## src/rtl/fp16_quad_feeder.sv

```systemverilog
// Operand packer and result register around an external four-operand FP16 adder tree.
// Optional sticky exception flags are built when QUAD_FEEDER_STICKY_FLAGS_EN is defined.
module fp16_quad_feeder #(
   parameter int FLAGS_W = 5
) (
   input  logic               clock,
   input  logic               reset_n,
   input  logic               in_valid,
   output logic               in_ready,
   input  logic [15:0]        in_data,
   input  logic               flush,
   input  logic [2:0]         sub_op,
   input  logic [2:0]         rounding_mode,
   output logic [15:0]        add_a,
   output logic [15:0]        add_b,
   output logic [15:0]        add_c,
   output logic [15:0]        add_d,
   output logic [2:0]         add_sub_op,
   output logic [2:0]         add_rounding_mode,
   input  logic [15:0]        add_out,
   input  logic [FLAGS_W-1:0] add_flags,
   output logic               out_valid,
   input  logic               out_ready,
   output logic [15:0]        out_data,
   output logic [FLAGS_W-1:0] out_flags,
   input  logic               flags_clear,
   output logic [FLAGS_W-1:0] sticky_flags
);

   typedef enum logic [1:0] {
      ST_FILL = 2'd0,
      ST_EVAL = 2'd1,
      ST_HOLD = 2'd2
   } state_e;

   state_e              state_q, state_d;
   logic [1:0]          cnt_q, cnt_d;
   logic [3:0][15:0]    opnd_q, opnd_d;
   logic [2:0]          sub_q, sub_d;
   logic [2:0]          rm_q, rm_d;
   logic [15:0]         res_q, res_d;
   logic [FLAGS_W-1:0]  flg_q, flg_d;
   logic                accept_s;
   logic [1:0]          cnt_next_s;

   // Next-state and datapath update for the fill / evaluate / hold sequence
   always_comb begin
      state_d    = state_q;
      cnt_d      = cnt_q;
      opnd_d     = opnd_q;
      sub_d      = sub_q;
      rm_d       = rm_q;
      res_d      = res_q;
      flg_d      = flg_q;
      accept_s   = 1'b0;
      cnt_next_s = cnt_q;
      case (state_q)
         ST_FILL: begin
            accept_s = in_valid;
            if (accept_s) begin
               opnd_d[cnt_q] = in_data;
               cnt_next_s    = cnt_q + 2'd1;
               // the quad's controls are fixed by its first operand
               if (cnt_q == 2'd0) begin
                  sub_d = sub_op;
                  rm_d  = rounding_mode;
               end else begin
                  sub_d = sub_q;
                  rm_d  = rm_q;
               end
            end else begin
               cnt_next_s = cnt_q;
            end
            if (accept_s && (cnt_q == 2'd3)) begin
               state_d = ST_EVAL;
               cnt_d   = 2'd0;
            end else if (flush && (cnt_next_s != 2'd0)) begin
               for (int i = 0; i < 4; i++) begin
                  if (i >= int'(cnt_next_s)) begin
                     opnd_d[i] = 16'h0000;
                  end else begin
                     opnd_d[i] = opnd_d[i];
                  end
               end
               state_d = ST_EVAL;
               cnt_d   = 2'd0;
            end else begin
               state_d = ST_FILL;
               cnt_d   = cnt_next_s;
            end
         end
         ST_EVAL: begin
            res_d   = add_out;
            flg_d   = add_flags;
            state_d = ST_HOLD;
         end
         ST_HOLD: begin
            if (out_ready) begin
               state_d = ST_FILL;
            end else begin
               state_d = ST_HOLD;
            end
         end
         default: begin
            state_d = ST_FILL;
            cnt_d   = 2'd0;
         end
      endcase
   end

   // State, operand and result registers
   always_ff @(posedge clock or negedge reset_n) begin
      if (!reset_n) begin
         state_q <= ST_FILL;
         cnt_q   <= 2'd0;
         opnd_q  <= '0;
         sub_q   <= 3'd0;
         rm_q    <= 3'd0;
         res_q   <= 16'h0000;
         flg_q   <= {FLAGS_W{1'b0}};
      end else begin
         state_q <= state_d;
         cnt_q   <= cnt_d;
         opnd_q  <= opnd_d;
         sub_q   <= sub_d;
         rm_q    <= rm_d;
         res_q   <= res_d;
         flg_q   <= flg_d;
      end
   end

   assign in_ready          = (state_q == ST_FILL);
   assign out_valid         = (state_q == ST_HOLD);
   assign add_a             = opnd_q[0];
   assign add_b             = opnd_q[1];
   assign add_c             = opnd_q[2];
   assign add_d             = opnd_q[3];
   assign add_sub_op        = sub_q;
   assign add_rounding_mode = rm_q;
   assign out_data          = res_q;
   assign out_flags         = flg_q;

`ifdef QUAD_FEEDER_STICKY_FLAGS_EN
   logic [FLAGS_W-1:0] sticky_q, sticky_d;

   // Accumulate delivered flags; a clear overrides a same-cycle handshake
   always_comb begin
      sticky_d = sticky_q;
      if (flags_clear) begin
         sticky_d = {FLAGS_W{1'b0}};
      end else if ((state_q == ST_HOLD) && out_ready) begin
         sticky_d = sticky_q | flg_q;
      end else begin
         sticky_d = sticky_q;
      end
   end

   // Sticky flag register
   always_ff @(posedge clock or negedge reset_n) begin
      if (!reset_n) begin
         sticky_q <= {FLAGS_W{1'b0}};
      end else begin
         sticky_q <= sticky_d;
      end
   end

   assign sticky_flags = sticky_q;
`else
   logic unused_flags_clear_s;
   assign unused_flags_clear_s = flags_clear;
   assign sticky_flags         = {FLAGS_W{1'b0}};
`endif

endmodule
```

## config.mk

```make
export PLATFORM = sky130hd
export DESIGN_NAME = fp16_quad_feeder
export DESIGN_NICKNAME = d
export VERILOG_FILES = /design/src/rtl/fp16_quad_feeder.sv
export SDC_FILE = /design/constraint.sdc
export NUM_CORES = 1
export LEC_CHECK = 0
export ABC_AREA = 1
export BUFFER_PORTS_ARGS = -buffer_cell sky130_fd_sc_hd__buf_2
export CORE_MARGIN = 5
export CORE_UTILIZATION = 54
export CTS_CLUSTER_DIAMETER = 200
export DETAILED_ROUTE_END_ITERATION = 12
export GPL_ROUTABILITY_DRIVEN = 0
export PLACE_DENSITY = 0.95
export SLEW_MARGIN = 15
export SYNTH_ARGS = -nofsm -noshare
export SYNTH_HDL_FRONTEND = slang
export SYNTH_SLANG_ARGS = --single-unit
```

## constraint.sdc

```tcl
create_clock -name clock -period 4.6 [get_ports clock]
set_input_delay 0.69 -clock clock [delete_from_list [all_inputs] [get_ports clock]]
set_output_delay 0.69 -clock clock [all_outputs]
set_load 0.01 [all_outputs]
```

; Word-level counts from Yosys, hierarchy flattened
; Index checks and enable logic that the tools add are counted.
; Widths: inputs -> output; s select.
[totals]
word_cells = 45
in_bits = 49
reg_bits = 95
[op_classes]
eq_ne = 3
muxes = 18
n_lt_le_gt_ge = 5
addsub = 1
reduce_logical = 8
[op_table]
columns = cell, n
row1 = $mux 64, 3
row2 = $bwmux 64, 1
row3 = $mux 16, 4
row4 = $demux 16 s2, 1
row5 = $mux 2, 5
row6 = $pmux 2 s3, 1
row7 = $eq 2x2->1 const B, 2
row8 = $ge 1x2->1 const A, 2
row9 = $logic_not 2->1, 2
row10 = $pmux 2 s2, 1
row11 = $logic_and 1x1->1, 3
row12 = $lt 2x3->1 const B, 1
row13 = $reduce_and 3->1, 1
row14 = $add 2x1->2 const B, 1
row15 = $eq 2x1->1 const B, 1
row16 = $ge 2x1->1 const B, 1
row17 = $ge 2x2->1 const A, 1
row18 = $mux 1, 2
row19 = $reduce_bool 2->1, 1
row20 = $reduce_or 2->1, 1

; Longest topological paths before layout
; Gate-level depths: netlist of run 1.
[depth]
depth_word = 9
mapped_depth = 11
mapped_depth_nobuf = 10

; Least setup slack after synthesis of run 1
; OpenSTA, ideal clock, no wires.
[synth_timing]
kind = reg2reg
startpoint = reg state_q[0]
endpoint = reg opnd_q (netlist bit add_c[10])
path_buffers = 1
required_ns = 4.479
t_arrival_ns = 1.523
stages_incl_launch_ff = 9
path_slack_ns = 2.956
setup_time_ns = 0.121
cell_sequence = dfrtp_1 inv_1 ha_1 inv_1 a21oi_1 nand3_1 nor2_4 buf_6 nor2_1
[synth_via]
elab_chain_cells = 1
[synth_rtl]
columns = element, line_no
row1 = start: declaration, 36  ; state_e state_q, state_d;
row2 = start signal: assignment, 122  ; state_q <= state_d;
row3 = $logic_not 2->1, -
row4 = via in_ready, 9  ; output logic in_ready,
row5 = end signal: assignment, 124  ; opnd_q <= opnd_d;
row6 = end: declaration, 38  ; logic [3:0][15:0] opnd_q, opnd_d;
; The timed path passes the listed nets, and every way through them passes these cells.
; A chain may end at the register's enable or synchronous reset.

; Worst setup path after layout of run 1
[layout_timing]
startpoint = reg cnt_q[0]
endpoint = reg sub_q[1] (netlist: add_sub_op[1])
[layout_via]
elab_chain_cells = 2
[layout_rtl]
columns = element, line_no
row1 = start: declaration, 37  ; logic [1:0] cnt_q, cnt_d;
row2 = start signal: assignment, 123  ; cnt_q <= cnt_d;
row3 = $logic_not 2->1, 64  ; if (cnt_q == 2'd0) begin
row4 = $reduce_and 3->1 (no line), -
row5 = end signal: assignment, 125  ; sub_q <= sub_d;
row6 = end: declaration, 39  ; logic [2:0] sub_q, sub_d;
; Every way passes these cells.

==> run_results.csv, run 1 <==
group,metric,value,unit
grt,grt_pass1_vias,3563,
synth,yosysWarningCount,0,
sta,min_period_over_period,54.5,%
grt,grt_overflow,0,
layout,drive_above_1_share,31.8,%
flow_run,maxCapViolCount,0,
route,drtIter0Drc,124,
critical_path,r2r_setup_slack,2.09,ns
die,start_util,55.0,%
synth,synth_cell_types,26,
place,portBuffers,140,
critical_path,setup.worst_path.end,"add_sub_op[1]$_DFFE_PN0P_",
sta,drv_slew,0,
clocking,clkSinkCount,95,
route,wl,10700,microns
status,outcome,"completed",
power_and_ir_drop,finalPower,0.00325,W
clocking,holdBufCountCts,0,
critical_path,arrival,2.74,ns
route,drt-pass1-iter-count,4,
synth,syn_avg_cell_area,9.15,sq um
critical_path,worstPathMaxFanout,23,
synth,syn_inst,462,
sta,clock_skew,0.00956,ns
critical_path,worst_setup_path_end_kind,"flip-flop",
power_and_ir_drop,ir_drop,0.000305,V
clocking,post-cts-setup-buffers,0,
synth,synth_area,0.00423,sq mm
route,ant_nets,0,
clocking,cts_max_level,3,
grt,grt_max_degree,50,
clocking,clk_path_buf_depth,2,
sta,clock.fmax,399,MHz
layout,final_cell_mix,"buf_2 (139), nand2_1 (135), dfrtp_1 (95)",
layout,n_fill_cell,630,
power_and_ir_drop,power_density,634,mW/mm^2
synth,synth.largest_area_cell,"dfrtp_1",
die,ios,147,
sta,relSlewSlack,41.5,%
synth,synth.area.top_cells,"dfrtp_1 (56%), nand2_1 (12%), inv_1 (6.3%), mux2_2 (5.6%), nand3_1 (4.6%)",
route,route.detailed.drc,0,
clocking,cts.repair.resized,0,
critical_path,reg2reg_from,"cnt_q[0]$_DFFE_PN0N_",
route,vias,3419,
critical_path,ff2ff_path_depth,5,
die,dieArea,0.00970,sq mm
die,die_height,98.5,microns
sta,worstMarginPinSlew,0.877,ns
sta,hold_viol_final,0,
die,rows,32,
synth,synth-seq-cells,95,
layout,nets,655,
clocking,cts_tree,"done",
route,viasPerCell,4.86,
clocking,clk_latency,0.35,ns
layout,area_delta_synth_final,21.2,%
die,core-area,0.00769,sq mm
sta,rsz0062_at_grt,"false",
place,place_hpwl,7970,microns
grt,grt_pass1_wl,17600,microns
clocking,path_clk_slew,0.10,ns
critical_path,cp.required,4.84,ns
clocking,root_buffer,"clkbuf_8",
route,wl_per_cell,15.2,microns
layout,final_common_cell,"buf_2",
sta,fin_crit,2.51,ns
die,die_w,98.5,microns
critical_path,crit_start,"cnt_q[0]$_DFFE_PN0N_",
critical_path,rr_endpoint,"add_sub_op[1]$_DFFE_PN0P_",
grt,grt_usage,22.5,%
critical_path,cp-start-kind,"flip-flop",
clocking,numCtsBuffers,9,
sta,finalSetupTns,0,ns
synth,netlist.area_leader.share,56.2,%
layout,insertedDiodeCount,0,
min_path,hp-class,"in -> async",
critical_path,critPathKind,"reg -> reg",
sta,setup_viol,0,
grt,antenna_found_initial,0,
synth,seq_area_frac_synth,56.2,%
power_and_ir_drop,p_leak,3.19,nW
## cells by family after synthesis
group,after synthesis,share of synthesized area [%]
muxes,21,5.59
other,1,0.0887
and+or+nand+nor,202,20.4
adders and majority gates,10,2.96
AOI/OAI and AO/OA,37,4.53
buffers and inverters,96,10.2
DFF,95,56.2
## cells in the mapped netlist (all sizes together)
| cell | number |
|---|---|
| a21oi | 2 |
| clkbuf | 5 |
| nand2 | 140 |
| nand4 | 1 |
| nor2 | 21 |
| o21ai | 33 |
| conb | 1 |
| dfrtp | 95 |
| mux2 | 21 |
| nand3 | 40 |
| o22ai | 2 |
| ha | 10 |
| inv | 74 |
| buf | 17 |
## how the worst min path moves through the flow
| stage | end | depth (start not counted) | slack (ns) |
|---|---|---|---|
| final | out_flags[1]$_DFFE_PN0N_ | 1 | 0.33 |
| after floorplan | add_a[0]$_DFFE_PN0N_ | 0 | 0.39 |
| after CTS | out_flags[1]$_DFFE_PN0N_ | 1 | 0.34 |
| after global placement | add_rounding_mode[2]$_DFFE_PN0P_ | 2 | 0.45 |
| after detailed placement | add_a[5]$_DFFE_PN0N_ | 2 | 0.46 |
| after global routing | out_flags[1]$_DFFE_PN0N_ | 1 | 0.37 |
## layout make-up
type	count	area, sq um	share of cell area, %
well taps	102	128	2.49
inverters	74	280	5.47
flip-flops and latches	95	2380	46.4
multi-input cells	275	1440	28.0
clock inverters	6	57.6	1.12
repair buffers	141	711	13.9
clock buffers	10	138	2.68
## flip-flops by register name, summed over array words and instances (netlist names)
signal             flops
add_rounding_mode      3
add_c                 16
out_flags              5
cnt_q                  2
add_a                 16
add_b                 16
state_q                2
add_d                 16
add_sub_op             3
out_data              16
## worst max-delay path, stage by stage, from the launching register on
cell and delay [ns]:
dfrtp_1 0.45, inv_1 0.18, ha_1 0.75, nand2_1 0.70, nand2_1 0.22, nand2_1 0.08
## power by group
part,switching (W),internal (W)
Sequential,0.000165,0.00114
Clock,0.000314,0.000225
Combinational,0.000848,0.000556
Total,0.00133,0.00193
## through the flow
step | hold slack [ns] | instances | instance area, sq um | util [%] | worst slack (ns)
after floorplan | 0.394 | 466 | 4240 | - | 2.96
after global placement | 0.451 | 687 | 4930 | 64.2 | 2.25
after detailed placement | 0.457 | 687 | 4930 | 64.2 | 2.12
after CTS | 0.345 | 703 | 5130 | 66.7 | 2.11
after global routing | 0.373 | 703 | 5130 | 66.7 | 1.84
final | 0.328 | 703 | 5130 | 66.7 | 2.09
## metal layers
layer	track usage, %	vias up	share of wire [%]
met1	29.6	1597	44
met4	6.20	0	1.4
li1	-	1675	-
met2	37.7	133	48
met3	5.24	14	7.1
met5	0	-	0
No activity file was read; power rests on OpenSTA's default activity.
==> inputs of run 2 (changes only) <==
CORE_UTILIZATION = 45   (was 54)
PLACE_DENSITY = 0.87   (was 0.95)
clock period = 2.1 ns   (was 4.6 ns; I/O delays follow)
==> run 2 against run 1 <==
Combinational power rose by 120%. Non-clock buffer count rose by 10. Critical path depth rose by 4. Critical path type unchanged. Largest power group unchanged.
==> run_results.csv, run 2 (synthesis results as in run 1) <==
group,metric,value,unit
status,outcome,"completed",
layout,fin_cells,722,
power_and_ir_drop,power.share.combinational,43.0,%
power_and_ir_drop,internal_power,0.00436,W
layout,insertedDiodeCount,0,
power_and_ir_drop,p_leak,3.24,nW
die,ios,147,
grt,antenna_found_initial,0,
route,wl_per_cell,15.2,microns
die,core-area,0.00920,sq mm
sta,finalSetupTns,0,ns
route,wl,10900,microns
clocking,clk_path_buf_depth,2,
clocking,root_buffer,"clkbuf_8",
critical_path,arrival,2.11,ns
sta,holdWs,0.185,ns
place,portBuffers,140,
grt,grt_max_degree,48,
clocking,numCtsBuffers,9,
clocking,post-cts-setup-buffers,0,
grt,grt_overflow,0,
sta,clock.fmax,533,MHz
power_and_ir_drop,finalPower,0.00725,W
critical_path,ff2ff_path_depth,9,
place,numPlacedInstances,705,
grt,grt_usage,19.4,%
grt,grt_pass1_wl,17400,microns
route,drt-pass1-iter-count,4,
route,viasPerCell,4.80,
critical_path,cp.required,2.33,ns
critical_path,reg2reg_from,"cnt_q[0]$_DFFE_PN0N_",
power_and_ir_drop,p_sw,0.00289,W
die,die_height,107,microns
critical_path,crit_start,"cnt_q[0]$_DFFE_PN0N_",
power_and_ir_drop,ir_drop,0.000521,V
critical_path,critPathKind,"reg -> reg",
clocking,cts_max_level,3,
clocking,clkSinkCount,95,
critical_path,r2r_setup_slack,0.22,ns
critical_path,worst_setup_path_end_kind,"flip-flop",
critical_path,worstPathMaxFanout,16,
die,rows,35,
critical_path,rr_endpoint,"add_c[4]$_DFFE_PN0N_",
power_and_ir_drop,p_seq_share,39.6,%
route,route.detailed.drc,0,
power_and_ir_drop,netSwitchingFraction,39.9,%
min_path,holdPathStages,3,
layout,fin_util,56.9,%
flow_run,maxCapViolCount,0,
min_path,min_to,"add_rounding_mode[0]$_DFFE_PN0P_",
sta,hold_viol_final,0,
layout,drive_above_1_share,32.6,%
power_and_ir_drop,power_density,1380,mW/mm^2
sta,fin_crit,1.88,ns
route,vias,3463,
clocking,cts_tree,"done",
clocking,path_clk_slew,0.10,ns
layout,final_common_cell,"buf_2",
min_path,hp-start,"rounding_mode[0]",
place,place_hpwl,8180,microns
layout,nets,665,
route,ant_nets,0,
clocking,clk_latency,0.35,ns
sta,worstMarginPinSlew,0.613,ns
grt,grt_pass1_vias,3441,
sta,relSlewSlack,59.1,%
route,drtIter0Drc,145,
critical_path,cp-start-kind,"flip-flop",
die,dieArea,0.0114,sq mm
sta,drv_slew,0,
sta,rsz0062_at_grt,"false",
sta,min_period_over_period,89.4,%
layout,area_delta_synth_final,23.8,%
sta,setup_viol,0,
layout,n_fill_cell,836,
die,start_util,46.0,%
die,die_w,107,microns
layout,final_cell_mix,"buf_2 (139), nand2_1 (135), dfrtp_1 (95)",
min_path,hp-class,"in -> reg",
power_and_ir_drop,clkPwrFrac,17.4,%
sta,clock_skew,0.00971,ns
## run 2: what timing repair did
action / CTS / global route
hold buffers: 1 / 0
hold endpoints to repair: 44 / 0
resized for setup: 0 / 0
## run 2: through the flow
| stage | worst slack, ns | area, sq um |
|---|---|---|
| 3_5_place_dp | 0.264 | 5020 |
| 3_3_place_gp | 0.326 | 5020 |
| 2_1_floorplan | 0.456 | 4240 |
| 5_1_grt | 0.0476 | 5240 |
| 6_report | 0.223 | 5240 |
| 4_1_cts | 0.216 | 5240 |
## run 2: area by class of cell
type                    count  area (sq um)  area share, %
clock buffers              10           128           2.44
clock inverters             6          75.1           1.43
inverters                  74           280           5.35
multi-input cells         275          1440           27.4
flip-flops and latches     95          2380           45.4
well taps                 111           139           2.65
repair buffers            151           801           15.3
## run 2: worst max-delay path by stage
| stage | end | slack (ns) |
|---|---|---|
| after floorplan | add_c[10]$_DFFE_PN0N_ | 0.46 |
| after global placement | add_c[2]$_DFFE_PN0N_ | 0.33 |
| after detailed placement | add_c[4]$_DFFE_PN0N_ | 0.26 |
| after CTS | add_c[4]$_DFFE_PN0N_ | 0.22 |
| after global routing | add_c[8]$_DFFE_PN0N_ | 0.05 |
| final | add_c[4]$_DFFE_PN0N_ | 0.22 |
## run 2: critical path, cell delays in order (launching register included)
cell and delay (ns):
dfrtp_1 0.44, inv_1 0.13, ha_1 0.29, inv_1 0.04
nand2_1 0.06, nand2_2 0.10, nand2_4 0.10, nand3_1 0.12
nor2_4 0.36, nor2_1 0.09
## run 2: per-layer routing
| layer | wire length, microns | share of wire (%) | GRT usage [%] |
|---|---|---|---|
| met4 | 149 | 1.4 | 6.03 |
| met1 | 4920 | 45 | 25.4 |
| met3 | 722 | 6.6 | 4.21 |
| met5 | 0 | 0 | 0 |
| met2 | 5150 | 47 | 32.4 |
## run 2: power groups by stage
stage,Sequential (W),Clock [W],Combinational [W]
global placement,0.00287,0,0.00305
CTS,0.00287,0.00130,0.00317
floorplan,0.00319,0,0.00167
global route,0.00295,0.00138,0.00350
finish,0.00287,0.00126,0.00312
detailed placement,0.00291,0,0.00316
